==> src/rtl/seq_multiplier.sv <==
// Unsigned shift-and-add sequential multiplier.
// One partial product is accumulated per clock; the result is registered
// into product on entry to DONE and held until the next completion.
//
// Handshake: start is a request that is accepted only on an edge where the
// block is IDLE (busy=0); while busy=1 start is ignored and nothing is
// queued. done is a one-cycle valid strobe for product, intended to drive
// the load port of a downstream register; there is no back-pressure.
module seq_multiplier #(
    parameter int WIDTH = 8
) (
    input  logic                 clk,
    input  logic                 clear,
    input  logic                 start,
    input  logic [WIDTH-1:0]     multiplicand,
    input  logic [WIDTH-1:0]     multiplier,
    output logic                 busy,
    output logic                 done,
    output logic [2*WIDTH-1:0]   product,
    output logic [1:0]           state_dbg_o
);

    localparam int CW = (WIDTH > 2) ? $clog2(WIDTH) : 1;
    localparam logic [CW-1:0] LAST = CW'(WIDTH - 1);

    typedef enum logic [1:0] {
        S_IDLE = 2'd0,
        S_RUN  = 2'd1,
        S_DONE = 2'd2
    } state_t;

    state_t               state_q, state_d;
    logic [WIDTH-1:0]     mcand_q, mcand_d;
    logic [WIDTH-1:0]     mplier_q, mplier_d;
    // Upper WIDTH+1 bits hold the running sum plus a carry bit for each add.
    logic [2*WIDTH:0]     acc_q, acc_d;
    logic [CW-1:0]        count_q, count_d;
    logic [2*WIDTH-1:0]   product_q, product_d;

    logic [WIDTH:0]       addend;
    logic [WIDTH:0]       sum_upper;

    // Next-state and datapath: one iteration of add-then-shift per RUN cycle.
    always_comb begin
        state_d   = state_q;
        mcand_d   = mcand_q;
        mplier_d  = mplier_q;
        acc_d     = acc_q;
        count_d   = count_q;
        product_d = product_q;
        addend    = mplier_q[0] ? {1'b0, mcand_q} : '0;
        sum_upper = acc_q[2*WIDTH:WIDTH] + addend;

        case (state_q)
            S_IDLE: begin
                if (start) begin
                    mcand_d  = multiplicand;
                    mplier_d = multiplier;
                    acc_d    = '0;
                    count_d  = '0;
                    state_d  = S_RUN;
                end
            end
            S_RUN: begin
                // {acc, mplier} shifts right as one register after the add.
                acc_d    = {1'b0, sum_upper, acc_q[WIDTH-1:1]};
                mplier_d = {acc_q[0], mplier_q[WIDTH-1:1]};
                count_d  = count_q + CW'(1);
                if (count_q == LAST) begin
                    product_d = acc_d[2*WIDTH-1:0];
                    state_d   = S_DONE;
                end
            end
            S_DONE: begin
                state_d = S_IDLE;
            end
            default: begin
                state_d = S_IDLE;
            end
        endcase
    end

    // State and datapath registers; clear aborts any operation in flight.
    always_ff @(posedge clk or posedge clear) begin
        if (clear) begin
            state_q   <= S_IDLE;
            mcand_q   <= '0;
            mplier_q  <= '0;
            acc_q     <= '0;
            count_q   <= '0;
            product_q <= '0;
        end else begin
            state_q   <= state_d;
            mcand_q   <= mcand_d;
            mplier_q  <= mplier_d;
            acc_q     <= acc_d;
            count_q   <= count_d;
            product_q <= product_d;
        end
    end

    // Status decodes straight from the state register so they never glitch.
    assign busy        = (state_q != S_IDLE);
    assign done        = (state_q == S_DONE);
    assign product     = product_q;
    assign state_dbg_o = state_q;

endmodule
==> config.mk <==
export PLATFORM = sky130hd
export DESIGN_NAME = seq_multiplier
export DESIGN_NICKNAME = d
export VERILOG_FILES = /design/src/rtl/seq_multiplier.sv
export SDC_FILE = /design/constraint.sdc
export NUM_CORES = 1
export LEC_CHECK = 0
export ABC_CLOCK_PERIOD_IN_PS = 4400
export CORE_ASPECT_RATIO = 0.7
export CORE_UTILIZATION = 40
export DETAILED_ROUTE_END_ITERATION = 10
export GPL_TIMING_DRIVEN = 0
export HOLD_SLACK_MARGIN = 0.06
export PLACE_DENSITY = 0.64
export SLEW_MARGIN = 10
export SYNTH_ARGS = -nofsm -noshare
export SYNTH_HDL_FRONTEND = slang
export SYNTH_SLANG_ARGS = --single-unit
==> constraint.sdc <==
create_clock -name clk -period 4.4 [get_ports clk]
set_clock_uncertainty 0.05 [all_clocks]
set_input_delay 0.88 -clock clk [delete_from_list [all_inputs] [get_ports clk]]
set_output_delay 0.88 -clock clk [all_outputs]
set_load 0.03 [all_outputs]
==> impl_metrics.py <==
metrics = {
    "route": {
        "firstDrtPassIters": 4,
        "routedWlPerCell_um": 14.0,
        "drt-total-wl_um": 4470,
        "vias": 1622,
        "antenna_left": 0,
        "drc_errors": 0,
        "drt_iter0_drc": 67,
        "avgViaCountPerCell": 5.07,
    },
    "synth": {
        "netlist_area_um2": 2420,
        "syn-num-nets": 228,
        "ys_seq_area_share_pct": 54.9,
        "yosysWarningCount": 0,
        "syn_inst": 198,
        "synth_seq_cells": 53,
        "netlist-cell-type-count": 31,
        "avgSynthCellArea_um2": 12.2,
    },
    "floorplanning": {
        "die-area_um2": 6360,
        "core_region_area_um2": 5780,
        "rows": 23,
        "ios": 39,
        "die_w_um": 94.9,
        "start_util_pct": 41.8,
        "die_h_um": 67.0,
    },
    "finish": {
        "most-common-layout-cells": "53 x dfrtp_1, 38 x clkdlybuf4s50_1, 25 x nand2_1",
        "final_common_cell": "dfrtp_1",
        "area.growth.synth_to_final_pct": 24.5,
        "drive_gt1_share_pct": 16.7,
        "final-seq-area_um2": 1330,
        "multi_input_area_um2": 1020,
        "fillers": 521,
        "num_antenna_cells": 0,
        "nets": 274,
    },
    "run": {
        "cap_violations": 0,
    },
    "clock_network": {
        "tritoncts": "done",
        "clk_root_buffer_cell": "clkbuf_8",
        "cts_made_buffers": 5,
        "clk_latency_ps": 310,
        "cts_buffer_depth": 2,
        "cts_resized": 0,
        "cts_hold_buf": 0,
        "clkSinkCount": 53,
        "htreeDepth": 2,
        "cts_setup_buffers": 0,
        "path_clk_slew_ps": 100,
    },
    "timing": {
        "slew_viol_final": 0,
        "finalCriticalPeriod_ps": 2590,
        "setup_slack_ps": 1810,
        "max_freq_mhz": 386,
        "hold_viol_final": 0,
        "tns_ps": 0,
        "rsz0062_at_grt": "no",
        "worstMarginPinSlew_ps": 426,
        "layout_worst_path_cycle_share_pct": 58.9,
        "setup_viol": 0,
        "slew_headroom_pct": 71.6,
    },
    "global_route": {
        "grt_max_degree": 39,
        "overflow": 0,
        "antenna_found_initial": 0,
        "first_global_vias": 1635,
        "grt_pass1_wl_um": 7710,
        "grt_usage_pct": 16.3,
    },
    "min_path": {
        "hold_class": "reg2reg",
        "min_from": "product[14]",
    },
    "critical_path": {
        "cp-startpoint": "state_dbg_o[0]",
        "critPathLaunchType": "flop",
        "arrival_ps": 1660,
        "critPathRequiredTime_ps": 3470,
        "crit_type": "reg2out",
        "worstReg2RegStart": "mplier_q[0]",
        "cp_max_fo": 6,
        "crit_path_end_kind": "output pin",
    },
    "power_and_ir_drop": {
        "peakVddDrop_mv": 0.276,
        "powerDensity_nw_per_um2": 676,
        "p_leak_nw": 1.35,
    },
    "status": {
        "status": "completed",
    },
    "placed_design": {
        "dpl.hpwl_um": 3240,
        "portBuffers": 38,
        "gp_congestion": 0.751,
        "pre_cts_slack_ps": 1990,
    },
}
## through the flow
| step | instances | hold slack (ps) | total power [mW] | utilization, % | area, um^2 |
|---|---|---|---|---|---|
| 2_1_floorplan | 198 | 401 | 1.45 | - | 2420 |
| 3_3_place_gp | 311 | 411 | 1.74 | 50.0 | 2890 |
| 3_5_place_dp | 312 | 418 | 1.76 | 50.3 | 2910 |
| 4_1_cts | 320 | 441 | 2.06 | 52.0 | 3010 |
| 5_1_grt | 320 | 465 | 2.19 | 52.0 | 3010 |
| 6_report | 320 | 436 | 2.04 | 52.0 | 3010 |
## area by class of cell
cell class,instances,area share [%]
flip-flops and latches,53,44.1
multi-input cells,134,34.0
repair buffers,39,13.3
well taps,75,3.12
clock buffers,6,2.74
plain buffers,7,1.75
clock inverters,2,0.540
inverters,4,0.499
## power by group
part           leakage, nW  switching, mW  internal (mW)
sequential           0.679          0.126          0.692
combinational        0.621          0.487          0.438
clock               0.0478          0.164          0.130
total                 1.35          0.777           1.26
## final timing paths
| path | to | slack, ps | depth (start not counted) |
|---|---|---|---|
| setup / recovery | busy | 1810 | 2 |
| hold / removal | product[14] | 440 | 2 |
| setup reg to reg | product[13] | 2000 | 8 |
| hold reg to reg | product[14] | 440 | 2 |
| max in group asynchronous | acc_q[11] | 2980 | 3 |
| min in group asynchronous | product[14] | 800 | 2 |
## per-layer routing
metal,track usage (%),routed length [um],part of all wire (%),up-vias
li1,-,-,-,784
met1,23.2,2300,52,799
met2,24.6,1930,43,32
met3,3.88,185,4.1,7
met4,5.11,51,1.1,0
met5,0,0,0,-
## state kept, by name, indices dropped and copies added (netlist names)
name         flops
acc_q           16
product         16
count_q          3
mplier_q         8
state_dbg_o      2
mcand_q          8
## cells by family (layout without fill, tap and decap cells)
| kind of cell | Yosys count | after routing | share of synthesized area (%) |
|---|---|---|---|
| AOI/OAI and AO/OA | 48 | 48 | 13.3 |
| xor gates and xnor gates | 6 | 6 | 2.17 |
| adders and majority gates | 11 | 11 | 6.00 |
| buffers and inverters | 11 | 58 | 2.79 |
| DFF | 53 | 53 | 54.9 |
| muxes | 27 | 27 | 12.2 |
| and+or+nand+nor | 42 | 42 | 8.75 |
## cells in the mapped netlist
| cell | count | area, um^2 |
|---|---|---|
| o21bai_1 | 1 | 7.51 |
| o211ai_1 | 2 | 15.0 |
| a21oi_1 | 6 | 30.0 |
| a211oi_1 | 1 | 7.51 |
| and2b_1 | 1 | 7.51 |
| inv_1 | 4 | 15.0 |
| or2_4 | 1 | 8.76 |
| fa_1 | 1 | 20.0 |
| a22o_1 | 13 | 114 |
| mux2_2 | 19 | 214 |
| ha_1 | 10 | 125 |
| o21a_1 | 1 | 7.51 |
| o21bai_2 | 1 | 11.3 |
| dfrtp_1 | 53 | 1330 |
| o21ai_1 | 6 | 30.0 |
| and2_1 | 8 | 50.1 |
| or2b_1 | 1 | 7.51 |
| buf_12 | 1 | 20.0 |
| xnor2_1 | 3 | 26.3 |
| buf_4 | 1 | 7.51 |
| o22ai_1 | 2 | 12.5 |
| nand2_1 | 25 | 93.8 |
| nor2b_1 | 2 | 12.5 |
| o21ai_2 | 2 | 17.5 |
| mux2i_1 | 8 | 80.1 |
| xor2_1 | 3 | 26.3 |
| nor2_8 | 1 | 20.0 |
| nor2_1 | 3 | 11.3 |
| a21o_1 | 1 | 7.51 |
| buf_2 | 5 | 25.0 |
| o21ai_0 | 12 | 60.1 |
## critical path, stage by stage (launching register included)
cell and delay [ps]:
dfrtp_1 460, or2_4 300, clkdlybuf4s50_1 600
Power figures use the tool's default switching activity.
